### src/rtl/cordic_pkg.sv
// Shared types and helpers for the CORDIC sequencer.
//   cordic_state_e      : controller FSM state encoding
//   CordicIterationsDef : default maximum micro-rotation count
//   clamp_iters()       : maps a requested count onto 1..max (0 or >max -> max)
package cordic_pkg;

  localparam int unsigned CordicIterationsDef = 16;
  localparam int unsigned CordicIterWDef      = $clog2(CordicIterationsDef);

  typedef enum logic [1:0] {
    IDLE = 2'd0,
    LOAD = 2'd1,
    RUN  = 2'd2,
    DONE = 2'd3
  } cordic_state_e;

  // A zero request means "full precision", as does anything beyond the LUT depth.
  function automatic int unsigned clamp_iters(input int unsigned req,
                                              input int unsigned max_iters);
    if (req == 0 || req > max_iters) begin
      return max_iters;
    end
    return req;
  endfunction

endpackage : cordic_pkg

### src/rtl/cordic_iter_cnt.sv
// Iteration index counter for the CORDIC sequencer.
// Ports:
//   clk_i, rst_i : clock, asynchronous active-high reset
//   en_i         : advance the count this cycle
//   clr_i        : synchronous clear (wins over en_i)
//   max_i        : number of counts per pass (count runs 0..max_i-1)
//   cnt_o        : current count (registered)
//   last_c_o     : combinational decode, count is max_i-1
module cordic_iter_cnt #(
  parameter int unsigned Width = 4
) (
  input  logic             clk_i,
  input  logic             rst_i,
  input  logic             en_i,
  input  logic             clr_i,
  input  logic [Width:0]   max_i,
  output logic [Width-1:0] cnt_o,
  output logic             last_c_o
);

  logic [Width-1:0] cnt_q, cnt_d;

  // Compare in Width+1 bits so max_i == 2**Width is reachable.
  assign last_c_o = ((Width+1)'(cnt_q) + (Width+1)'(1)) == max_i;

  // Wrap to zero after the last count so the index never passes max_i-1.
  always_comb begin
    cnt_d = cnt_q;
    if (clr_i) begin
      cnt_d = '0;
    end else if (en_i) begin
      cnt_d = last_c_o ? '0 : cnt_q + Width'(1);
    end
  end

  always_ff @(posedge clk_i or posedge rst_i) begin
    if (rst_i) begin
      cnt_q <= '0;
    end else begin
      cnt_q <= cnt_d;
    end
  end

  assign cnt_o = cnt_q;

endmodule : cordic_iter_cnt

### src/rtl/cordic_ctrl.sv
// Sequencer for the iterative CORDIC datapath: accepts a start, pulses the
// operand load, steps the micro-rotation index, then holds valid until ack.
// Ports:
//   clk_i, rst_i : clock, asynchronous active-high reset
//   start_i      : start request, taken only while ready_o
//   iters_i      : requested iteration count, sampled on accepted start
//   ack_i        : result consumed, honoured only while valid_o
//   abort_i      : (CORDIC_CTRL_ABORT_EN only) cancel from LOAD/RUN
//   ready_o      : idle, can accept start_i
//   load_o       : one-cycle operand load pulse
//   iter_en_o    : datapath performs one micro-rotation
//   iter_idx_o   : shift amount / atan LUT address
//   valid_o      : completed result held in datapath
//   busy_o       : in LOAD or RUN
// Build option: define CORDIC_CTRL_ABORT_EN to add abort_i.
module cordic_ctrl
  import cordic_pkg::*;
#(
  parameter  int unsigned Iterations = CordicIterationsDef,
  localparam int unsigned IterW      = $clog2(Iterations)
) (
  input  logic             clk_i,
  input  logic             rst_i,
`ifdef CORDIC_CTRL_ABORT_EN
  input  logic             abort_i,
`endif
  input  logic             start_i,
  input  logic [IterW:0]   iters_i,
  input  logic             ack_i,
  output logic             ready_o,
  output logic             load_o,
  output logic             iter_en_o,
  output logic [IterW-1:0] iter_idx_o,
  output logic             valid_o,
  output logic             busy_o
);

  cordic_state_e state_q, state_d;
  logic [IterW:0] n_q, n_d;
  logic           last_c;
  logic           abort_c;
  logic           abort_act_c;

`ifdef CORDIC_CTRL_ABORT_EN
  assign abort_c = abort_i;
`else
  assign abort_c = 1'b0;
`endif

  // Abort only matters while an operation is in flight.
  assign abort_act_c = abort_c && (state_q == LOAD || state_q == RUN);

  // Next-state and count latch.
  always_comb begin
    state_d = state_q;
    n_d     = n_q;
    unique case (state_q)
      IDLE: begin
        if (start_i) begin
          state_d = LOAD;
          n_d     = (IterW+1)'(clamp_iters(32'(iters_i), Iterations));
        end
      end
      LOAD:    state_d = RUN;
      RUN:     if (last_c) state_d = DONE;
      DONE:    if (ack_i) state_d = IDLE;
      default: state_d = IDLE;
    endcase
    // Abort outranks completion on the same cycle.
    if (abort_act_c) begin
      state_d = IDLE;
    end
  end

  always_ff @(posedge clk_i or posedge rst_i) begin
    if (rst_i) begin
      state_q <= IDLE;
      n_q     <= '0;
    end else begin
      state_q <= state_d;
      n_q     <= n_d;
    end
  end

  cordic_iter_cnt #(
    .Width (IterW)
  ) u_iter_cnt (
    .clk_i    (clk_i),
    .rst_i    (rst_i),
    .en_i     (state_q == RUN),
    .clr_i    (abort_act_c),
    .max_i    (n_q),
    .cnt_o    (iter_idx_o),
    .last_c_o (last_c)
  );

  // Status strobes are pure decodes of the state register.
  assign ready_o   = (state_q == IDLE);
  assign load_o    = (state_q == LOAD);
  assign iter_en_o = (state_q == RUN);
  assign valid_o   = (state_q == DONE);
  assign busy_o    = (state_q == LOAD) || (state_q == RUN);

endmodule : cordic_ctrl

### config.mk
export PLATFORM = sky130hd
export DESIGN_NAME = cordic_ctrl
export DESIGN_NICKNAME = d
export VERILOG_FILES = /design/src/rtl/cordic_pkg.sv /design/src/rtl/cordic_iter_cnt.sv /design/src/rtl/cordic_ctrl.sv
export SDC_FILE = /design/constraint.sdc
export NUM_CORES = 1
export LEC_CHECK = 0
export CAP_MARGIN = 10
export CELL_PAD_IN_SITES_DETAIL_PLACEMENT = 1
export CELL_PAD_IN_SITES_GLOBAL_PLACEMENT = 2
export CORE_MARGIN = 2
export CORE_UTILIZATION = 28
export CTS_CLUSTER_DIAMETER = 150
export CTS_CLUSTER_SIZE = 14
export DETAILED_ROUTE_END_ITERATION = 10
export HOLD_SLACK_MARGIN = 0.12
export PLACE_DENSITY = 0.83
export SYNTH_ARGS = -nofsm -noshare
export SYNTH_HDL_FRONTEND = slang
export SYNTH_SLANG_ARGS = --single-unit
### constraint.sdc
create_clock -name clk_i -period 3.15 [get_ports clk_i]
set_input_delay 0.7875 -clock clk_i [delete_from_list [all_inputs] [get_ports clk_i]]
set_output_delay 0.7875 -clock clk_i [all_outputs]
set_load 0.05 [all_outputs]
Word level (Yosys, flattened, before mapping)
Index checks and enable logic that the tools add are counted.
{"block": "op_classes", "eq_ne": 7, "n_mux": 10, "n_addsub": 2, "order_cmp": 1, "reduce_logical": 6}
{"cell": "$mux 5", "n": 2}
{"cell": "$pmux 2 s4", "n": 1}
{"cell": "$mux 2", "n": 3}
{"cell": "$add 4x1->5 const B", "n": 1}
{"cell": "$eq 5x5->1", "n": 1}
{"cell": "$gt 5x5->1 const B", "n": 1}
{"cell": "$logic_not 5->1", "n": 1}
{"cell": "$add 4x1->4 const B", "n": 1}
{"cell": "$eq 2x2->1 const B", "n": 2}
{"cell": "$mux 4", "n": 1}
{"cell": "$ne 2x2->1 const B", "n": 2}
{"cell": "$mux 1", "n": 3}
{"cell": "$reduce_and 3->1", "n": 1}
{"cell": "$eq 2x1->1 const B", "n": 1}
{"cell": "$logic_not 2->1", "n": 1}
{"cell": "$logic_or 1x1->1", "n": 2}
{"cell": "$ne 2x1->1 const B", "n": 1}
{"cell": "$reduce_and 2->1", "n": 1}
{"block": "word_totals", "input_bits": 9, "word_cells": 29, "register_bits": 11}

Logic depth before layout (Yosys ltp)
Gate-level depths: netlist of run 1.
{"block": "depth", "depth_word": 6, "ltp_mapped": 6, "mapped_depth_nobuf": 6}

Cells and area by module
Synthesis of run 1 repeated with hierarchy kept, for this count alone.
{"block": "unflattened", "cells_unflattened": 74, "hier_area_um2": 706.9}
{"mod": "cordic_ctrl", "instances": 1, "area_per_inst_um2": 380.4, "cells_per_inst": 40}
{"mod": "cordic_iter_cnt", "instances": 1, "area_per_inst_um2": 326.6, "cells_per_inst": 34}

Worst setup path after synthesis of run 1
Ideal clock, no wire load.
{"block": "synth_path", "kind": "reg2reg", "from": "reg u_iter_cnt.cnt_q[0] (netlist: u_iter_cnt.cnt_o[0])", "to": "reg state_q[1]", "setup_ps": 125, "path_stages_with_launch": 7, "synth_period_minus_slack_ps": 2498, "path_slack_ps": 652, "arrival_time_ps": 2373, "required_time_ps": 3025, "n_path_buf": 0, "cell_sequence": "dfrtp_1 -> ha_1 -> xor2_1 -> a211o_1 -> a211o_4 -> a221oi_4 -> mux2_4"}
{"block": "synth_via", "elab_chain_cells": 4}
{"element": "from (decl)", "line_no": "cordic_iter_cnt.sv:21", "text": "logic [Width-1:0] cnt_q, cnt_d;"}
{"element": "from (signal assigned)", "line_no": "cordic_iter_cnt.sv:40", "text": "cnt_q <= cnt_d;"}
{"element": "$add 4x1->5", "line_no": "cordic_iter_cnt.sv:24", "text": "assign last_c_o = ((Width+1)'(cnt_q) + (Width+1)'(1)) == max_i;"}
{"element": "$eq 5x5->1", "line_no": "cordic_iter_cnt.sv:24"}
{"element": "$ne 2x1->1 (no source line)"}
{"element": "$reduce_and 3->1 (no source line)"}
{"element": "to (signal assigned)", "line_no": "cordic_ctrl.sv:80", "text": "state_q <= state_d;"}
{"element": "to (decl)", "line_no": "cordic_ctrl.sv:38", "text": "cordic_state_e state_q, state_d;"}
Every way passes these cells.
A chain may end at the register's enable or synchronous reset.

Worst setup path after layout of run 1
{"block": "layout_path", "from": "reg state_q[0]", "to": "out iter_en_o"}
{"block": "layout_via", "elab_chain_cells": 1}
{"element": "$eq 2x2->1", "line_no": "cordic_ctrl.sv:100", "text": "assign iter_en_o = (state_q == RUN);"}
{"element": "to (decl)", "line_no": "cordic_ctrl.sv:32", "text": "output logic iter_en_o,"}
Every way passes these cells.

==> impl_metrics.json, run 1 <==
{
  "drive_gt1_share_pct": 7.61,
  "cts_made_buffers": 3,
  "vias": 565,
  "drv_slew": 0,
  "hold_buffers": 0,
  "postSynthAreaPerCell_um2": 9.78,
  "viasPerCell": 4.63,
  "path_cells": "inv_1, ha_1, clkdlybuf4s50_1",
  "antenna_found_initial": 0,
  "synthCells": 72,
  "r2r-start": "u_iter_cnt.cnt_o[0]",
  "start_util_pct": 29.0,
  "reg2reg_depth": 6,
  "hold_violations": 0,
  "clock_latency_ns": 0.27,
  "worst_path_largest_cell_delay_ns": 0.89,
  "grt_pass1_vias": 579,
  "worst_clock_skew_ns": 0.00797,
  "nets": 108,
  "worstPathRequired_ns": 2.36,
  "report.final.setup_viol": 0,
  "grtUsageTotal_pct": 13.2,
  "worst_pin_slew_ns": 0.503,
  "final_common_cell": "clkdlybuf4s50_1",
  "post-cts-setup-buffer-count": 0,
  "syn-num-nets": 87,
  "clock-root-buffer": "clkbuf_4",
  "cpMaxStageDelayCell": "clkdlybuf4s50_1",
  "cp.depth": 3,
  "post-dp-hpwl_mm": 1.33,
  "critPathMaxFanout": 11,
  "reg2reg_slack_ns": 0.79,
  "grt_setup_unrepaired": "no",
  "synthDistinctLibCells": 25,
  "cts-resized-gates": 0,
  "yosys_warnings": 0,
  "setup_tns_ns": 0,
  "grt_pass1_wl_mm": 2.68,
  "final_cell_mix": "clkdlybuf4s50_1, dfrtp_1, o21ai_0, nand2_1, inv_1",
  "relSlewSlack_pct": 66.4,
  "fp-row-count": 18,
  "worst-path-buf-inv": 2,
  "crit_start": "state_q[0]",
  "arrival_ns": 2.08,
  "min_path_type": "flop to flop",
  "wl_mm": 1.59,
  "routedWlPerCell_um": 13.0,
  "worstSetupPathType": "flop to output pin",
  "crit_path_end_kind": "output pin",
  "timing.rr.end": "state_q[1]",
  "critPathCapture": "iter_en_o",
  "max_cap_violations": 0,
  "netlist_area_um2": 704,
  "antenna_cells": 0,
  "io_buffer_count": 17,
  "cp-start-kind": "flop",
  "drtIter0Drc": 0,
  "htree_levels": 1,
  "crit_family": "buffers and inverters",
  "die_y_um": 54.2,
  "io_pins": 18,
  "drtPass1Iterations": 1,
  "die-width_um": 54.2,
  "fillers": 290,
  "status": "complete, no violations",
  "antenna_left": 0,
  "die_area_um2": 2930,
  "coreArea_um2": 2430,
  "fmax_ghz": 0.349,
  "overflow": 0,
  "min_period_over_period_pct": 91.1,
  "seq_area_frac_synth_pct": 39.1,
  "ys_ff_latch": 11,
  "cts_tree": "yes",
  "clk_path_buf_depth": 2,
  "drc": 0,
  "cts.sinks": 11,
  "min_period_ns": 2.87,
  "area_growth_pct": 32.5,
  "finalWeightedCongestion": 0.674,
  "grt_max_degree": 12,
  "cts.clk_slew.worst_paths_ns": 0.08
}
-- kinds of logic (layout without fill, tap and decap cells) --
| kind of cell | count (synthesis) | count (layout) | share of synthesized area [%] |
|---|---|---|---|
| and+or+nand+nor | 23 | 23 | 17.1 |
| AOI/OAI and AO/OA | 16 | 16 | 18.3 |
| DFF | 11 | 11 | 39.1 |
| buffers and inverters | 9 | 29 | 4.97 |
| adders and majority gates | 6 | 6 | 10.7 |
| xor gates and xnor gates | 4 | 4 | 4.97 |
| muxes | 3 | 3 | 4.97 |
-- layout make-up --
type                    instances  area, um2  share of cell area (%)
flip-flops and latches         11        275                    29.5
repair buffers                 17        170                    18.2
multi-input cells              52        394                    42.2
clock buffers                   4       26.3                    2.82
well taps                      30       37.5                    4.02
inverters                       8       30.0                    3.22
-- layer usage --
layer,up-vias,part of all wire (%),GRT usage [%],routed length [um]
li1,287,-,-,-
met1,270,45,15.7,706
met2,8,53,22.5,840
met3,0,2.5,3.33,40
met4,0,0,5.00,0
met5,-,0,0,0
-- tightest hold or removal path: stages (launching register included) --
cell and delay [ns]:
dfrtp_1 0.36, nand2_1 0.05, o21ai_0 0.06
-- flip-flops by register name, indices dropped and copies added (netlist names) --
register	count
n_q	5
state_q	2
u_iter_cnt.cnt_o	4
-- through the flow --
step           instances  setup WS, ns  instance area (um2)  hold WS, ns  utilization (%)
6_report             122         0.281                  933        0.510             38.4
5_1_grt              122         0.129                  933        0.545             38.4
4_1_cts              122         0.249                  933        0.521             38.4
3_5_place_dp         118         0.548                  907        0.506             37.3
3_3_place_gp         118         0.632                  907        0.494             37.3
2_1_floorplan         72         0.652                  704        0.469                -
-- synth_stat cells --
cell type / n / area, um2
nor2_1: 3 / 11.3
and4b_1: 1 / 10.0
buf_2: 1 / 5.00
nand2b_1: 4 / 25.0
a21boi_0: 2 / 15.0
inv_1: 8 / 30.0
nand3_2: 1 / 10.0
mux2i_1: 2 / 20.0
a211o_4: 1 / 17.5
or4_1: 1 / 7.51
a21oi_1: 1 / 5.00
nor2b_1: 1 / 6.26
a221oi_4: 1 / 26.3
nand3_1: 3 / 15.0
xnor2_1: 2 / 17.5
o21ai_0: 8 / 40.0
dfrtp_1: 11 / 275
nor3_1: 1 / 5.00
ha_1: 6 / 75.1
o32a_1: 1 / 10.0
a211o_1: 1 / 8.76
mux2_4: 1 / 15.0
o22ai_1: 1 / 6.26
xor2_1: 2 / 17.5
nand2_1: 8 / 30.0
-- worst min-delay path by stage --
stage                      start      to  depth (start not counted)
after CTS                 n_q[0]  n_q[0]                          2
after global placement    n_q[0]  n_q[0]                          2
after floorplan           n_q[1]  n_q[1]                          2
final                     n_q[0]  n_q[0]                          2
after detailed placement  n_q[0]  n_q[0]                          2
after global routing      n_q[0]  n_q[0]                          2
Power of run 1 is not shown: default switching activity piles up to over one toggle a cycle in this logic, so the estimate is an artifact.
==> inputs of run 2 (changes only) <==
--- a/config.mk
+++ b/config.mk
@@ -8,13 +8,12 @@
 export CAP_MARGIN = 10
 export CELL_PAD_IN_SITES_DETAIL_PLACEMENT = 1
 export CELL_PAD_IN_SITES_GLOBAL_PLACEMENT = 2
-export CORE_MARGIN = 2
-export CORE_UTILIZATION = 28
+export CORE_UTILIZATION = 25
 export CTS_CLUSTER_DIAMETER = 150
 export CTS_CLUSTER_SIZE = 14
 export DETAILED_ROUTE_END_ITERATION = 10
 export HOLD_SLACK_MARGIN = 0.12
-export PLACE_DENSITY = 0.83
+export PLACE_DENSITY = 0.78
 export SYNTH_ARGS = -nofsm -noshare
 export SYNTH_HDL_FRONTEND = slang
 export SYNTH_SLANG_ARGS = --single-unit
==> constraint.sdc (replaced) <==
create_clock -name clk_i -period 2.3 [get_ports clk_i]
set_input_delay 0.575 -clock clk_i [delete_from_list [all_inputs] [get_ports clk_i]]
set_output_delay 0.575 -clock clk_i [all_outputs]
set_load 0.05 [all_outputs]
==> run 2 against run 1 <==
Net effect: sequential share of layout area is 0.66 points lower; clock skew fell by 0.0058 ns; routed wire length down 6.9%; critical path depth increased by 3; hold slack worse by 0.0014 ns; core utilization shrank 0.85 points; worst setup slack worse by 0.18 ns; highest routed layer is now met4.
==> impl_metrics.json, run 2 (same netlist as run 1, synthesis figures left out) <==
{
  "vias": 576,
  "die-width_um": 55.1,
  "cp.depth": 6,
  "viasPerCell": 4.65,
  "routedWlPerCell_um": 11.9,
  "final_common_cell": "clkdlybuf4s50_1",
  "worst_pin_slew_ns": 0.490,
  "timing.rr.end": "state_q[1]",
  "io_pins": 18,
  "relSlewSlack_pct": 67.2,
  "die_y_um": 55.1,
  "clk_path_buf_depth": 2,
  "grt_pass1_wl_mm": 2.62,
  "r2r-start": "u_iter_cnt.cnt_o[0]",
  "post-cts-setup-buffer-count": 0,
  "report.final.setup_viol": 0,
  "cts-resized-gates": 0,
  "reg2reg_slack_ns": 0.10,
  "crit_family": "compound AO/OA/AOI/OAI gates",
  "grt_pass1_vias": 589,
  "start_util_pct": 27.4,
  "cts.clk_slew.worst_paths_ns": 0.07,
  "antenna_cells": 0,
  "seqCellArea_um2": 278,
  "worst-path-buf-inv": 0,
  "hold_buffers": 0,
  "multi_input_comb_area_um2": 407,
  "cp-start-kind": "flop",
  "die_area_um2": 3030,
  "htree_levels": 1,
  "drtIter0Drc": 11,
  "arrival_ns": 2.35,
  "min_period_ns": 2.20,
  "pre_cts_slack_ns": 0.0540,
  "fp-row-count": 18,
  "clock_latency_ns": 0.26,
  "worst_path_largest_cell_delay_ns": 0.44,
  "status": "complete, no violations",
  "hold_violations": 0,
  "grt_setup_unrepaired": "no",
  "post-dp-hpwl_mm": 1.25,
  "cts_tree": "yes",
  "worst_clock_skew_ns": 0.00219,
  "max_cap_violations": 0,
  "top_register": "n_q",
  "setup_slack_ns": 0.101,
  "clock-root-buffer": "clkbuf_4",
  "antenna_left": 0,
  "drtPass1Iterations": 3,
  "grtUsageTotal_pct": 12.4,
  "drc": 0,
  "overflow": 0,
  "worstSetupPathType": "flop to flop",
  "min_path_type": "flop to flop",
  "crit_start": "u_iter_cnt.cnt_o[0]",
  "drive_gt1_share_pct": 18.1,
  "wl_mm": 1.48,
  "cpMaxStageDelayCell": "dfrtp_2",
  "area_growth_pct": 36.8,
  "coreArea_um2": 2570,
  "grt_max_degree": 12,
  "antenna_found_initial": 0,
  "critPathCapture": "state_q[1]",
  "path_cells": "ha_4, xor2_1, a211o_1, a211o_4, a221oi_4, mux2_4",
  "worstPathRequired_ns": 2.45,
  "min_period_over_period_pct": 95.6,
  "finalWeightedCongestion": 0.712,
  "drv_slew": 0,
  "critPathMaxFanout": 7,
  "setup_tns_ns": 0,
  "largest_reg_flops": 5,
  "crit_path_end_kind": "flop",
  "io_buffer_count": 17,
  "cts_made_buffers": 3,
  "nets": 110,
  "fillers": 306,
  "reg2reg_depth": 6,
  "cts.sinks": 11,
  "final_cell_mix": "clkdlybuf4s50_1, dfrtp_1, o21ai_0, nand2_1, inv_1",
  "fmax_ghz": 0.455
}
run 2: cell count changes in the layout (fill, tap and decap cells not counted):
| cell | before | now |
|---|---|---|
| buf_4 | 0 | 6 |
| clkdlybuf4s50_1 | 17 | 12 |
| dfrtp_1 | 11 | 9 |
| dfrtp_2 | 0 | 2 |
| buf_12 | 0 | 1 |
| ha_1 | 6 | 5 |
| ha_4 | 0 | 1 |
run 2: worst min path at each step:
stage,from,end,slack (ns),cells past startpoint
floorplan,rst_i,n_q[0],0.43,1
global placement,n_q[3],n_q[3],0.49,2
detailed placement,n_q[3],n_q[3],0.50,2
CTS,n_q[3],n_q[3],0.51,2
global route,n_q[3],n_q[3],0.56,2
finish,n_q[3],n_q[3],0.51,2
run 2: worst register-to-register path, cell delays in order, from the launching register on:
cell and delay, ns:
dfrtp_2 0.44, ha_4 0.25, xor2_1 0.16, a211o_1 0.29, a211o_4 0.36, a221oi_4 0.27
mux2_4 0.32
run 2: per-stage QoR:
step | std cells | util (%) | hold slack (ns) | instance area [um2]
2_1_floorplan | 72 | - | 0.427 | 719
3_3_place_gp | 118 | 35.9 | 0.495 | 922
3_5_place_dp | 118 | 35.9 | 0.496 | 922
4_1_cts | 122 | 36.9 | 0.511 | 948
5_1_grt | 124 | 37.5 | 0.559 | 963
6_report | 124 | 37.5 | 0.509 | 963
run 2: layout make-up:
type | count | share of cell area [%]
Clock buffer | 4 | 2.73
Inverter | 8 | 3.12
Sequential cell | 11 | 28.8
Timing Repair Buffer | 19 | 19.2
Multi-Input combinational cell | 52 | 42.2
Tap cell | 30 | 3.90
run 2: routing by layer:
metal  track usage, %  vias up  part of all wire (%)
met1             14.5      271                    45
met3             2.46        2                   3.8
met4             6.25        0                  0.88
met2             21.3        9                    50
li1                 -      294                     -
met5                0        -                     0
Power of run 2 is left out for the same reason.
==> inputs of run 3 (changes only) <==
--- a/config.mk
+++ b/config.mk
@@ -8,12 +8,12 @@
 export CAP_MARGIN = 10
 export CELL_PAD_IN_SITES_DETAIL_PLACEMENT = 1
 export CELL_PAD_IN_SITES_GLOBAL_PLACEMENT = 2
-export CORE_UTILIZATION = 25
+export CORE_UTILIZATION = 30
 export CTS_CLUSTER_DIAMETER = 150
 export CTS_CLUSTER_SIZE = 14
 export DETAILED_ROUTE_END_ITERATION = 10
 export HOLD_SLACK_MARGIN = 0.12
-export PLACE_DENSITY = 0.78
+export PLACE_DENSITY = 0.87
 export SYNTH_ARGS = -nofsm -noshare
 export SYNTH_HDL_FRONTEND = slang
 export SYNTH_SLANG_ARGS = --single-unit
==> constraint.sdc (replaced) <==
create_clock -name clk_i -period 2.85 [get_ports clk_i]
set_input_delay 0.7125 -clock clk_i [delete_from_list [all_inputs] [get_ports clk_i]]
set_output_delay 0.7125 -clock clk_i [all_outputs]
set_load 0.05 [all_outputs]
==> run 3 against run 2 <==
Net effect: sequential cell count unchanged; design area decreased by 2.6%; highest routed layer unchanged; critical path depth decreased by 3; via count shrank 1.2%; critical path type is now flop to output pin; register-to-register slack improved by 0.40 ns; first-iteration DRC count shrank 45%; sequential share of layout area grew 0.50 points; non-clock buffer count fell by 1; worst setup slack improved by 0.15 ns.
==> impl_metrics.json, run 3 (same netlist as run 1, synthesis figures left out) <==
{
  "status": "complete, no violations",
  "overflow": 0,
  "hold_violations": 0,
  "seqCellArea_um2": 275,
  "cts.clk_slew.worst_paths_ns": 0.06,
  "io_pins": 18,
  "start_util_pct": 31.8,
  "fp-row-count": 17,
  "die_y_um": 50.5,
  "final_common_cell": "clkdlybuf4s50_1",
  "wl_mm": 1.52,
  "min_period_ns": 2.60,
  "viasPerCell": 4.70,
  "drive_gt1_share_pct": 8.60,
  "drv_slew": 0,
  "area_growth_pct": 33.2,
  "cts_tree": "yes",
  "arrival_ns": 1.88,
  "crit_path_end_kind": "output pin",
  "min_period_over_period_pct": 91.1,
  "antenna_cells": 0,
  "grtUsageTotal_pct": 14.2,
  "max_cap_violations": 0,
  "largest_reg_flops": 5,
  "min_path_type": "flop to flop",
  "post-dp-hpwl_mm": 1.23,
  "fmax_ghz": 0.385,
  "die-width_um": 50.5,
  "worst_pin_slew_ns": 0.520,
  "clock_latency_ns": 0.27,
  "antenna_found_initial": 0,
  "vias": 569,
  "relSlewSlack_pct": 65.2,
  "htree_levels": 1,
  "report.final.setup_viol": 0,
  "grt_pass1_vias": 582,
  "antenna_left": 0,
  "coreArea_um2": 2210,
  "worstSetupPathType": "flop to output pin",
  "finalWeightedCongestion": 0.690,
  "worst_clock_skew_ns": 0.00443,
  "multi_input_comb_area_um2": 394,
  "critPathMaxFanout": 4,
  "routedWlPerCell_um": 12.6,
  "post-cts-setup-buffer-count": 0,
  "die_area_um2": 2550,
  "grt_pass1_wl_mm": 2.69,
  "nets": 109,
  "hold_buffers": 0,
  "top_register": "n_q",
  "grt_max_degree": 12,
  "grt_setup_unrepaired": "no",
  "drc": 0,
  "worstPathRequired_ns": 2.14,
  "drtIter0Drc": 6,
  "clk_path_buf_depth": 2,
  "cp-start-kind": "flop",
  "final_cell_mix": "clkdlybuf4s50_1, dfrtp_1, o21ai_0, nand2_1, inv_1",
  "drtPass1Iterations": 2,
  "setup_tns_ns": 0,
  "cts.sinks": 11,
  "cts_made_buffers": 3,
  "clock-root-buffer": "clkbuf_4",
  "cts-resized-gates": 0,
  "fillers": 269,
  "io_buffer_count": 17
}
==> run 3: cell types whose count changed in the layout (fill, tap and decap cells not counted) <==
cell             change
ha_4                 -1
ha_1                 +1
buf_12               -1
dfrtp_2              -2
buf_4                -5
clkdlybuf4s50_1      +5
dfrtp_1              +2
==> run 3: metal layers <==
metal,up-vias,routed length (um),global-route usage (%)
met1,266,750,17.6
li1,289,-,-
met4,0,10,4.17
met3,2,55,5.45
met2,12,703,22.9
met5,-,0,0
==> run 3: metrics by stage <==
stage,cells,instance area [um2],hold WS (ns),setup slack [ns],utilization (%)
after floorplan,72,704,0.469,0.352,-
after global placement,117,912,0.493,0.512,41.2
after detailed placement,117,912,0.500,0.504,41.2
after CTS,121,938,0.516,0.241,42.4
after global routing,121,938,0.572,0.157,42.4
final,121,938,0.510,0.254,42.4
==> run 3: final cells by class <==
class                           count  share of cell area, %
Clock buffer                        4                   2.80
Inverter                            8                   3.20
Timing Repair Buffer               18                   18.9
Tap cell                           28                   3.73
Sequential cell                    11                   29.3
Multi-Input combinational cell     52                   42.0
==> run 3: final timing paths <==
| kind | startpoint | end | slack, ns | depth (start not counted) |
|---|---|---|---|---|
| max in group asynchronous | rst_i | n_q[2] | 1.80 | 2 |
| worst max-delay path | state_q[0] | ready_o | 0.25 | 3 |
| worst min-delay path | n_q[1] | n_q[1] | 0.51 | 2 |
| worst max register to register | u_iter_cnt.cnt_o[0] | state_q[1] | 0.50 | 6 |
| worst min register to register | n_q[1] | n_q[1] | 0.51 | 2 |
| min in group asynchronous | rst_i | u_iter_cnt.cnt_o[3] | 0.74 | 2 |
==> run 3: worst max-delay path, cell delays in order (launching register included) <==
cell             delay (ns)
dfrtp_1                0.42
inv_1                  0.10
ha_1                   0.26
clkdlybuf4s50_1        0.84
Power of run 3 is left out for the same reason.
